==> src/rtl/switch_pkg.sv <==
// switch_pkg: shared widths, port identifiers and packet type for the address switch
package switch_pkg;
  localparam int ADDR_WIDTH = 8;
  localparam int DATA_WIDTH = 16;
  typedef enum logic {PORT_A = 1'b0, PORT_B = 1'b1} port_e;
  typedef struct packed {
    logic [ADDR_WIDTH-1:0] addr;
    logic [DATA_WIDTH-1:0] data;
  } pkt_t;
endpackage

==> src/rtl/switch_fifo.sv <==
// switch_fifo: synchronous FIFO; full is taken from the registered count, so a push while full is rejected even on a pop
module switch_fifo
  import switch_pkg::*;
#(
  parameter int DEPTH = 4,
  parameter type T = pkt_t
) (
  input  logic                   clk,
  input  logic                   rstn,
  input  logic                   push,
  input  logic                   pop,
  input  T                       din,
  output T                       dout,
  output logic                   full,
  output logic                   empty,
  output logic [$clog2(DEPTH):0] count
);
  localparam int AW = $clog2(DEPTH);
  localparam int CW = AW + 1;
  T mem [DEPTH];
  logic [AW-1:0] wp, rp;
  logic do_push, do_pop;
  assign full    = count == CW'(DEPTH);
  assign empty   = count == '0;
  assign do_push = push && !full;
  assign do_pop  = pop && !empty;
  assign dout    = mem[rp];
  always_ff @(posedge clk)
    if (do_push) mem[wp] <= din;
  always_ff @(posedge clk) begin
    if (!rstn) begin
      wp    <= '0;
      rp    <= '0;
      count <= '0;
    end else begin
      if (do_push) wp <= wp + AW'(1);
      if (do_pop) rp <= rp + AW'(1);
      count <= count + CW'(do_push) - CW'(do_pop);
    end
  end
endmodule

==> src/rtl/switch_egress_merge.sv <==
// switch_egress_merge: round-robin merge of switch ports A/B onto one egress bus; SWITCH_EGRESS_MERGE_STATS_EN adds forward counters
module switch_egress_merge #(
  parameter int ADDR_WIDTH = 8,
  parameter int DATA_WIDTH = 16,
  parameter int DEPTH      = 4,
  parameter int CNT_WIDTH  = 8
) (
  input  logic                  clk,
  input  logic                  rstn,
  input  logic                  vld_a,
  input  logic [ADDR_WIDTH-1:0] addr_a,
  input  logic [DATA_WIDTH-1:0] data_a,
  input  logic                  vld_b,
  input  logic [ADDR_WIDTH-1:0] addr_b,
  input  logic [DATA_WIDTH-1:0] data_b,
  output logic                  out_vld,
  input  logic                  out_rdy,
  output logic [ADDR_WIDTH-1:0] out_addr,
  output logic [DATA_WIDTH-1:0] out_data,
  output logic                  out_src,
  output logic                  ovf_a,
  output logic                  ovf_b,
  output logic [CNT_WIDTH-1:0]  drop_cnt_a,
`ifdef SWITCH_EGRESS_MERGE_STATS_EN
  output logic [31:0]           fwd_cnt_a,
  output logic [31:0]           fwd_cnt_b,
`endif
  output logic [CNT_WIDTH-1:0]  drop_cnt_b
);
  import switch_pkg::*;
  typedef struct packed {
    logic [ADDR_WIDTH-1:0] addr;
    logic [DATA_WIDTH-1:0] data;
  } pkt_w_t;
  pkt_w_t dout_a, dout_b;
  logic full_a, full_b, empty_a, empty_b, pop_a, pop_b;
  logic [$clog2(DEPTH):0] cnt_a, cnt_b;
  logic unused_cnt;
  logic load, any, sel_b;
  port_e last_grant;
  assign unused_cnt = ^{cnt_a, cnt_b};
  assign load  = !out_vld || out_rdy;
  assign any   = !empty_a || !empty_b;
  assign sel_b = !empty_b && (empty_a || last_grant == PORT_A);
  assign pop_a = load && any && !sel_b;
  assign pop_b = load && sel_b;
  switch_fifo #(.DEPTH(DEPTH), .T(pkt_w_t)) u_fifo_a (
    .clk(clk), .rstn(rstn), .push(vld_a), .pop(pop_a), .din({addr_a, data_a}),
    .dout(dout_a), .full(full_a), .empty(empty_a), .count(cnt_a)
  );
  switch_fifo #(.DEPTH(DEPTH), .T(pkt_w_t)) u_fifo_b (
    .clk(clk), .rstn(rstn), .push(vld_b), .pop(pop_b), .din({addr_b, data_b}),
    .dout(dout_b), .full(full_b), .empty(empty_b), .count(cnt_b)
  );
  always_ff @(posedge clk) begin
    if (!rstn) begin
      out_vld    <= 1'b0;
      out_addr   <= '0;
      out_data   <= '0;
      out_src    <= 1'b0;
      last_grant <= PORT_B;
      ovf_a      <= 1'b0;
      ovf_b      <= 1'b0;
      drop_cnt_a <= '0;
      drop_cnt_b <= '0;
    end else begin
      if (load) begin
        out_vld <= any;
        if (any) begin
          out_addr   <= sel_b ? dout_b.addr : dout_a.addr;
          out_data   <= sel_b ? dout_b.data : dout_a.data;
          out_src    <= sel_b;
          last_grant <= sel_b ? PORT_B : PORT_A;
        end
      end
      if (vld_a && full_a) begin
        ovf_a <= 1'b1;
        if (~&drop_cnt_a) drop_cnt_a <= drop_cnt_a + CNT_WIDTH'(1);
      end
      if (vld_b && full_b) begin
        ovf_b <= 1'b1;
        if (~&drop_cnt_b) drop_cnt_b <= drop_cnt_b + CNT_WIDTH'(1);
      end
    end
  end
`ifdef SWITCH_EGRESS_MERGE_STATS_EN
  always_ff @(posedge clk) begin
    if (!rstn) begin
      fwd_cnt_a <= '0;
      fwd_cnt_b <= '0;
    end else if (out_vld && out_rdy) begin
      if (out_src) fwd_cnt_b <= fwd_cnt_b + 32'd1;
      else fwd_cnt_a <= fwd_cnt_a + 32'd1;
    end
  end
`endif
endmodule

==> config.mk <==
export PLATFORM = sky130hd
export DESIGN_NAME = switch_egress_merge
export DESIGN_NICKNAME = d
export VERILOG_FILES = /design/src/rtl/switch_pkg.sv /design/src/rtl/switch_fifo.sv /design/src/rtl/switch_egress_merge.sv
export SDC_FILE = /design/constraint.sdc
export NUM_CORES = 1
export LEC_CHECK = 0
export CAP_MARGIN = 5
export CORE_MARGIN = 4
export CORE_UTILIZATION = 50
export CTS_BUF_LIST = sky130_fd_sc_hd__clkbuf_16
export DETAILED_ROUTE_END_ITERATION = 10
export GPL_TIMING_DRIVEN = 0
export PLACE_DENSITY = 0.71
export SLEW_MARGIN = 25
export SYNTH_ARGS = -nofsm -noshare
export SYNTH_HDL_FRONTEND = slang
export SYNTH_HIERARCHICAL = 1
export SYNTH_SLANG_ARGS = --single-unit
==> constraint.sdc <==
create_clock -name clk -period 3.1 [get_ports clk]
set_input_delay 0.31 -clock clk [delete_from_list [all_inputs] [get_ports clk]]
set_output_delay 0.31 -clock clk [all_outputs]
set_load 0.005 [all_outputs]
==> Word-level counts from Yosys, hierarchy flattened <==
Memories as Yosys holds them, arrays and structs flattened. A register that Yosys moved wholly into a read port is not among the register bits.
Index checks and enable logic that the tools add are counted.
{ "word_totals": {"input_bits": 53, "reg_bits": 59, "memories": 2, "output_inout_bits": 44, "wordCells": 69, "mem_bits_rw": 192} }
{ "mem_list": {"columns": ["name", "depth", "width", "read_ports", "rd_clocked_by_memory_dff", "write_ports", "line", "rtl"], "rows": [
  ["u_fifo_a.mem", 4, 24, 1, 1, 1, "switch_fifo.sv:20", "T mem [DEPTH];"],
  ["u_fifo_b.mem", 4, 24, 1, 1, 1, "switch_fifo.sv:20", null]
]} }
{ "classes": {"addsub": 10, "bitwise_logic": 3, "muxes": 11, "eq_ne": 2, "reduce_logical": 26} }
{ "op_table": {"columns": ["cell", "n"], "rows": [
  ["8-bit by 1-bit adder with 8-bit output (second input constant)", 2],
  ["16-bit two-way mux", 1],
  ["8-bit AND reduction", 2],
  ["1-bit logical AND", 10],
  ["2-bit by 1-bit adder with 2-bit output (second input constant)", 4],
  ["2-bit two-way mux", 4],
  ["8-bit two-way mux", 1],
  ["3-bit by 1-bit adder with 3-bit output", 2],
  ["3-bit == test (second input constant)", 2],
  ["1-bit zero test", 6],
  ["3-bit zero test", 2],
  ["2-bit AND reduction", 3],
  ["3-bit by 1-bit subtractor with 3-bit output", 2],
  ["1-bit two-way mux", 5],
  ["1-bit logical OR", 3],
  ["1-bit inverter", 3]
]} }

==> Longest topological paths before layout <==
Gate-level depths: netlist of run 1.
{ "depth": {"depth_word": 8, "ltp_mapped": 13, "ltp_nobuf": 12} }

==> Cells and area by module <==
The synthesis of run 1 kept the hierarchy.
{ "modules_own_cells": {"columns": ["module", "cells_per_inst", "seq_area_each_um2", "area_per_inst_um2", "n_inst"], "rows": [
  ["switch_fifo", 177, 3062.9, 3988.8, 2],
  ["switch_egress_merge", 266, 900.9, 2314.7, 1]
]} }

==> Least setup slack after synthesis of run 1 <==
Ideal clock, no wire load.
{ "synth_timing": {"path_kind": "register to register", "start": "register u_fifo_a.count[1]", "end": "register u_fifo_a.count[2]", "t_required_ns": 2.985, "arrival_time_ns": 2.579, "stages_incl_launch_ff": 13, "path_buffers": 1, "synth_period_minus_slack_ns": 2.694, "slack_ns": 0.406, "path_cell_list": "dfxtp_1 -> nor3_2 -> o21ba_4 -> buf_4 -> and2_1 -> nor2b_1 -> ha_1 -> inv_1 -> ha_1 -> fa_1 -> xnor2_1 -> xnor2_1 -> and2_1"} }
{ "synth_between": {"elab_chain_len": 7} }
{ "synth_rtl": {"columns": ["element", "line", "rtl"], "rows": [
  ["start, declared", "switch_fifo.sv:16", "output logic [$clog2(DEPTH):0] count"],
  ["start signal, assigned", "switch_fifo.sv:38", "count <= count + CW'(do_push) - CW'(do_pop);"],
  ["3-bit zero test *", "switch_fifo.sv:24", "assign empty = count == '0;"],
  ["via empty_a", "switch_egress_merge.sv:36", "logic full_a, full_b, empty_a, empty_b, pop_a, pop_b;"],
  ["1-bit zero test or 1-bit logical OR (tied branches)", "switch_egress_merge.sv:43, switch_egress_merge.sv:44", null],
  ["1-bit logical OR or 1-bit logical AND (tied branches)", "switch_egress_merge.sv:43, switch_egress_merge.sv:44", null],
  ["1-bit logical AND or 1-bit zero test (tied branches)", "switch_egress_merge.sv:45", "assign pop_a = load && any && !sel_b;"],
  ["1-bit logical AND *", "switch_egress_merge.sv:45", null],
  ["via pop_a", "switch_egress_merge.sv:36", null],
  ["1-bit logical AND *", "switch_fifo.sv:26", "assign do_pop = pop && !empty;"],
  ["via u_fifo_a.do_pop", "switch_fifo.sv:22", "logic do_push, do_pop;"],
  ["3-bit by 1-bit subtractor with 3-bit output *", "switch_fifo.sv:38", null]
]} }
Mark *: on every way through the listed nets, which the timed path passes. The rest lies on a longest branch.
A chain may end at the register's enable or synchronous reset.

==> Worst setup path after layout of run 1 <==
Same ends and word-level chain as after synthesis.

==> results of run 1 <==
worst max-delay path: cells and delay by family (launching register included):
kind / cells / cell delay (ps)
flops: 1 / 350
buf+inv: 2 / 210
xor+xnor: 2 / 290
simple gates: 4 / 890
fa+ha+maj: 3 / 840
compound gates: 1 / 240
power by group:
group	total (mW)	leakage [nW]	internal (mW)	switching, mW
sequential	4.38	2.27	4.16	0.221
combinational	2.96	1.42	1.47	1.49
clock	3.04	0.444	1.82	1.22
flip-flops by register name (all words and copies together), names as in the netlist, 2 cells and up, named ones only:
name,cells
u_fifo_a/wp,2
u_fifo_b/wp,2
u_fifo_a/count,3
out_addr,8
out_data,16
u_fifo_a/mem,96
drop_cnt_a,8
drop_cnt_b,8
u_fifo_a/rp,2
u_fifo_b/rp,2
u_fifo_b/mem,96
u_fifo_b/count,3
path summary, 6_finish.rpt:
check	cells past startpoint	slack, ps	endpoint
worst min-delay path	1	430	u_fifo_a/mem[0][8]$_DFFE_PP_
worst max-delay path	12	170	u_fifo_a/count[2]$_SDFF_PN0_
worst min register to register	2	490	out_addr[5]$_SDFFE_PN0P_
worst max register to register	12	170	u_fifo_a/count[2]$_SDFF_PN0_
cells by family after synthesis:
logic type | count (synthesis) | share of synthesized area
flops | 255 | 0.6827
fa+ha+maj | 16 | 0.02091
simple gates | 140 | 0.08582
xor+xnor | 4 | 0.003403
compound gates | 90 | 0.05592
mux | 56 | 0.1157
buf+inv | 59 | 0.03550
cell usage after synthesis (5+ instances only):
master	instances	area (um2)
nand4b_1	23	201.4
clkbuf_1	12	45.04
buf_2	15	75.07
nor2b_1	8	50.05
inv_1	14	52.55
mux4_1	8	210.2
ha_1	14	175.2
nor3_1	5	25.02
nand2_1	26	97.59
o21ai_1	26	130.1
buf_4	10	75.07
a21oi_1	12	60.06
and4_1	5	43.79
nand2b_1	5	31.28
nand3_1	29	145.1
edfxtp_1	192	5766
and2_1	16	100.1
dfxtp_1	63	1261
mux4_2	40	900.9
a31oi_1	24	150.1
o21ai_0	6	30.03
mux2i_1	8	80.08
per-layer routing:
metal | GRT usage | vias up
met1 | 0.2540 | 2945
met3 | 0.03599 | 34
met4 | 0.05213 | 0
li1 | - | 2724
met5 | 0 | -
met2 | 0.3241 | 209
what timing repair did:
| action | CTS | global route |
|---|---|---|
| endpoints found under the setup margin | 0 | 2 |
| setup buffers | 0 | 1 |
| gates resized for setup | 0 | 3 |
final cells by class:
class / instances / area (um2)
fillers: 1463 / 7767
flip-flops and latches: 255 / 7027
multi-input cells: 306 / 2925
repair buffers: 97 / 968.4
clock buffers: 27 / 675.6
well taps: 270 / 337.8
plain buffers: 44 / 309.0
clock inverters: 21 / 167.7
inverters: 15 / 56.30
cells in the final DEF, fill, tap and decap left out, types with 4 or more instances in the layout:
master and n:
clkbuf_16 27, buf_12 4, a21oi_1 12, mux2i_1 8
nand2b_1 5, a211oi_1 4, nand2_1 26, nand4_1 4
buf_2 15, o21ai_1 26, clkinv_2 5, clkinv_1 4
nand4b_1 23, dfxtp_1 63, and2_2 8, mux4_2 40
clkdlybuf4s50_1 96, nor3_1 5, and4_1 5, xnor2_1 4
inv_1 22, a31oi_1 24, o21ai_0 6, edfxtp_1 192
ha_1 14, and2_1 8, mux4_1 8, clkbuf_1 12
nand3_1 29, buf_4 11, nor2b_1 7
metrics by stage:
stage          hold slack (ps)  std cells  total power, mW
6_report                 428.3       1035            10.38
3_3_place_gp             470.7        986            7.233
2_1_floorplan            408.9        620            6.384
4_1_cts                  411.0       1034            10.44
5_1_grt                  421.9       1035            10.88
3_5_place_dp             473.2        986            7.373
==> results.md, run 1 <==
- Port Buffers: 96
- Nets: 815
- Total grt overflow: 0
- Max VDD drop: 0.0004764 V
- Worst-path clk slew: 60 ps
- Die W: 151.5 um
- CTS Hold Bufs: 0
- Period utilisation layout: 0.9454
- First-pass GRT wire length: 33280 um
- Chip height: 151.5 um
- Cell variety after synth: 53
- RSZ-0062 raised after global routing: false
- Synth Flop Type: edfxtp_1
- Vias per std cell: 5.712
- #FFs+latches synth: 255
- Cells after Synth: 620
- Critical Path Sink Type: flop
- Drt first-iter violations: 351
- Total Routing Usage GR: 0.1907
- DRC viols: 0
- Core area: 20230 um2
- Share of cells above drive strength 1: 0.1725
- Row Count: 52
- Boundary Pins: 97
- Placed Area: 11600 um2
- Fmax: 341.2 MHz
- Wl on met1: 8931 um
- Vias in the first global route: 6176
- Fin util: 0.6161
- Min Clock Period, post-route: 2931 ps
- CP Launch Point: u_fifo_a/count[1]$_SDFF_PN0_
- DRT Pass-1 Iters: 6
- Cell Chain, Critical Path: nor3_4 > o21ba_4 > buf_4 > and2_1 > nor2b_2 > ha_1 > inv_1 > ha_1 > fa_1 > xnor2_1 > xnor2_1 > and2_1
- Max-Cap Viols: 0
- Slowest-stage cell, CP: nor3_4
- Syn. warnings: 6
- Post-Syn Nets: 689
- Cell leakage power: 4.141 nW
- Syn Std Cell Area: 10290 um2
- TritonCTS Buffers: 27
- Initial antenna violation count: 0
- Met2 wire len: 10810 um
- CTS sink count: 255
- Post-route setup slack: 169.4 ps
- Routed wire length: 21680 um
- Crit path kind: flop to flop
- Max stage delay on crit path: 380 ps
- Longest Clk Path Bufs: 3
- Place WS: -76.26 ps
- Outcome: finished, final reports clean
- Met3 Wirelength: 1464 um
- N_diodes: 0
- Hpwl dp: 14540 um
- Syn avg cell area: 16.60 um2
- Max_slew headroom: 0.5181
- Endpoints failing hold: 0
- Fin area: 12470 um2
- TritonCTS clock tree: built
- Crit path max fanout: 10
- Worst hold path type: input pin to flop
- Final setup fails: 0
- Worst hold start: data_a[8]
- CP arrival: 3340 ps
- Syn-to-layout area delta: 21.13%
- Worst skew pair latency: 520 ps
- Pins Over Slew Limit: 0
- Setup tns final: 0 ps
- PwrDens: 832.4 nW/um2
- Starting Density: 0.5087
- Largest net degree at the start of global routing: 25
- Critical Path RT: 3500 ps
- Clk root buf: clkbuf_16
- Reg2Reg Launch Point: u_fifo_a/count[1]$_SDFF_PN0_
- Seq/Total Area, Yosys: 0.6827
- EDFF count, synth: 192
- WL/cell: 20.95 um
- ANT nets after route: 0
- CP Launch Type: flop
- Highest routed layer: met4
- Slew of the pin with the lowest slew margin: 722.8 ps
- Routability Congestion: 0.8721
- Via Count: 5912
- Clock skew: 7.207 ps
- Ys async rst share: 0
- Die footprint: 22940 um2
- H-tree depth: 1
No activity file was read; power rests on OpenSTA's default activity.
==> run 2: changes to the inputs <==
Settings changed: CORE_UTILIZATION 50 to 57, PLACE_DENSITY 0.71 to 0.79.
==> run 2 against run 1 <==
- die area fell by 12%
- wire length fell by 3.0%
- power fell by 0.54%
- via count rose by 1.5%
- combinational power barely moved
- critical path type unchanged
- highest routed layer unchanged
==> results.md, run 2 (synthesis results as in run 1) <==
- Drt first-iter violations: 426 (was 351)
- Via Count: 6003 (was 5912)
- Total Routing Usage GR: 0.2084 (was 0.1907)
- Regs by FF count: u_fifo_a/mem (96), u_fifo_b/mem (96), out_data (16) (unchanged)
- Core area: 17480 um2 (was 20230 um2)
- Final setup fails: 0 (unchanged)
- CP Launch Type: flop (unchanged)
- Min Clock Period, post-route: 2965 ps (was 2931 ps)
- Placed Area: 11540 um2 (was 11600 um2)
- Period utilisation layout: 0.9564 (was 0.9454)
- DRT Pass-1 Iters: 5 (was 6)
- Pins Over Slew Limit: 0 (unchanged)
- Cell Chain, Critical Path: nor3_4 > o21ba_4 > buf_4 > and2_1 > nor2b_2 > ha_1 > inv_1 > ha_1 > fa_1 > xnor2_1 > xnor2_1 > and2_1 (unchanged)
- Cell leakage power: 4.111 nW (was 4.141 nW)
- Hold path endpoint: u_fifo_a/mem[3][12]$_DFFE_PP_ (was u_fifo_a/mem[0][8]$_DFFE_PP_)
- DRC viols: 0 (unchanged)
- Worst-path clk slew: 60 ps (about the same)
- Fin area: 12390 um2 (was 12470 um2)
- Nets: 813 (was 815)
- Footprint of the multi-input gates: 2925 um2 (unchanged)
- Row Count: 48 (was 52)
- Worst Hold Path Cells: 1 (unchanged)
- Max_slew headroom: 0.5424 (was 0.5181)
- Slowest-stage cell, CP: fa_1 (was nor3_4)
- Commonest non-fill, non-tap cells in the layout: edfxtp_1 (192), clkdlybuf4s50_1 (96), dfxtp_1 (63) (unchanged)
- Hpwl dp: 14130 um (was 14540 um)
- Routed wire length: 21040 um (was 21680 um)
- Endpoints failing hold: 0 (unchanged)
- H-tree depth: 1 (unchanged)
- Crit path max fanout: 10 (unchanged)
- Crit-path leading delay family: simple AND/OR/NAND/NOR gates (unchanged)
- Initial antenna violation count: 0 (unchanged)
- TritonCTS Buffers: 25 (was 27)
- Total grt overflow: 0 (unchanged)
- Boundary Pins: 97 (unchanged)
- Most common cell after layout, fill and taps aside: edfxtp_1 (unchanged)
- Register Area: 7027 um2 (unchanged)
- Vias in the first global route: 6124 (was 6176)
- Max-Cap Viols: 0 (unchanged)
- Share of cells above drive strength 1: 0.1745 (was 0.1725)
- CTS sink count: 255 (unchanged)
- First-pass GRT wire length: 32760 um (was 33280 um)
- Longest Clk Path Bufs: 3 (unchanged)
- Setup tns final: 0 ps (unchanged)
- Reg2Reg Launch Point: u_fifo_a/count[2]$_SDFF_PN0_ (was u_fifo_a/count[1]$_SDFF_PN0_)
- CTS Hold Bufs: 0 (unchanged)
- Max stage delay on crit path: 390 ps (was 380 ps)
- Max VDD drop: 0.0005216 V (was 0.0004764 V)
- Clock skew: 18.03 ps (was 7.207 ps)
- Worst hold start: data_a[12] (was data_a[8])
- Critical R2R Capture: u_fifo_a/count[2]$_SDFF_PN0_ (unchanged)
- Crit path kind: flop to flop (unchanged)
- Fmax: 337.3 MHz (was 341.2 MHz)
- Die footprint: 20270 um2 (was 22940 um2)
- Starting Density: 0.5889 (was 0.5087)
- TritonCTS clock tree: built (unchanged)
- Fill cell count: 1089 (was 1463)
- Register-to-Register Setup Slack: 140 ps (was 170 ps)
- Slew of the pin with the lowest slew margin: 686.5 ps (was 722.8 ps)
- Port Buffers: 96 (unchanged)
- Chip height: 142.4 um (was 151.5 um)
- Clk root buf: clkbuf_16 (unchanged)
- Die W: 142.4 um (was 151.5 um)
- Routability Congestion: 0.8371 (was 0.8721)
- Syn-to-layout area delta: 20.41% (was 21.13%)
- CP arrival: 3380 ps (was 3340 ps)
- N_diodes: 0 (unchanged)
- PwrDens: 832.8 nW/um2 (was 832.4 nW/um2)
- Critical Path RT: 3510 ps (was 3500 ps)
- Outcome: finished, final reports clean (unchanged)
- Worst skew pair latency: 520 ps (about the same)
- Crit path buf inv count: 2 (unchanged)
- Vias per std cell: 6.082 (was 5.712)
- WL/cell: 21.32 um (was 20.95 um)
- ANT nets after route: 0 (unchanged)
- Largest net degree at the start of global routing: 25 (unchanged)
- Worst hold path type: input pin to flop (unchanged)
- PnR Total Power: 10.32 mW (was 10.38 mW)
- Critical Path Sink Type: flop (unchanged)
- R2R cell count: 12 (unchanged)
- RSZ-0062 raised after global routing: false (unchanged)
## run 2: cell types whose count changed in the layout (fill, tap and decap cells not counted), sizes merged
cell	previous run	this run
inv	23	18
clkbuf	39	37
clkinv	9	12
bufinv	3	4
## run 2: worst max path at each step
stage / start / depth (start not counted) / slack, ps / end
floorplan: u_fifo_a/count[1]$_SDFF_PN0_ / 12 / 410 / u_fifo_a/count[2]$_SDFF_PN0_
global placement: out_rdy / 13 / 7 / u_fifo_a/count[2]$_SDFF_PN0_
detailed placement: out_rdy / 13 / -130 / u_fifo_a/count[2]$_SDFF_PN0_
CTS: u_fifo_b/count[0]$_SDFF_PN0_ / 13 / 40 / u_fifo_a/count[2]$_SDFF_PN0_
global route: u_fifo_a/count[2]$_SDFF_PN0_ / 12 / 10 / u_fifo_a/count[2]$_SDFF_PN0_
finish: u_fifo_a/count[2]$_SDFF_PN0_ / 12 / 140 / u_fifo_a/count[2]$_SDFF_PN0_
## run 2: metrics by stage
step,util,hold WS (ps),instances,worst slack (ps)
floorplan,-,408.9,620,406.1
global placement,0.6600,464.8,941,7.198
detailed placement,0.6606,485.5,941,-129.0
CTS,0.7080,404.5,986,35.27
global route,0.7091,423.3,987,13.47
finish,0.7091,422.9,987,135.0
## run 2: final cells by class
cell class                      count  share of cell area
Buffer                             44             0.02524
Inverter                           15            0.004543
Sequential cell                   255              0.5670
Multi-Input combinational cell    306              0.2360
Tap cell                          225             0.02272
Clock buffer                       25             0.05048
Clock inverter                     20             0.01585
Timing Repair Buffer               97             0.07814
## run 2: where the power goes
group          total (mW)  internal, mW  leakage (nW)  switching (mW)
Sequential           4.39          4.16          2.27           0.227
Clock                2.99          1.80         0.413            1.19
Combinational        2.94          1.48          1.42            1.47
Total                10.3          7.43          4.11            2.89
## run 2: repair_timing
item | 4_1_cts | 5_1_grt
pin swaps | 0 | 2
gates resized for setup | 1 | 3
gates cloned | 0 | 0
setup buffers | 0 | 1
setup endpoints to repair | 1 | 1
## run 2: worst register-to-register path: stages (launching register included)
cell	delay, ps
dfxtp_1	350
nor3_4	370
o21ba_4	250
buf_4	180
and2_1	190
nor2b_2	170
ha_1	280
inv_1	40
ha_1	190
fa_1	390
xnor2_1	220
xnor2_1	90
and2_1	150
## run 2: per-layer routing
| layer | part of all wire | routed length [um] | track usage | up-vias |
|---|---|---|---|---|
| li1 | - | - | - | 2702 |
| met3 | 0.085 | 1797 | 0.03730 | 33 |
| met4 | 0.020 | 431 | 0.05853 | 0 |
| met1 | 0.39 | 8253 | 0.2775 | 2995 |
| met5 | 0 | 0 | 0 | - |
| met2 | 0.50 | 10560 | 0.3573 | 273 |
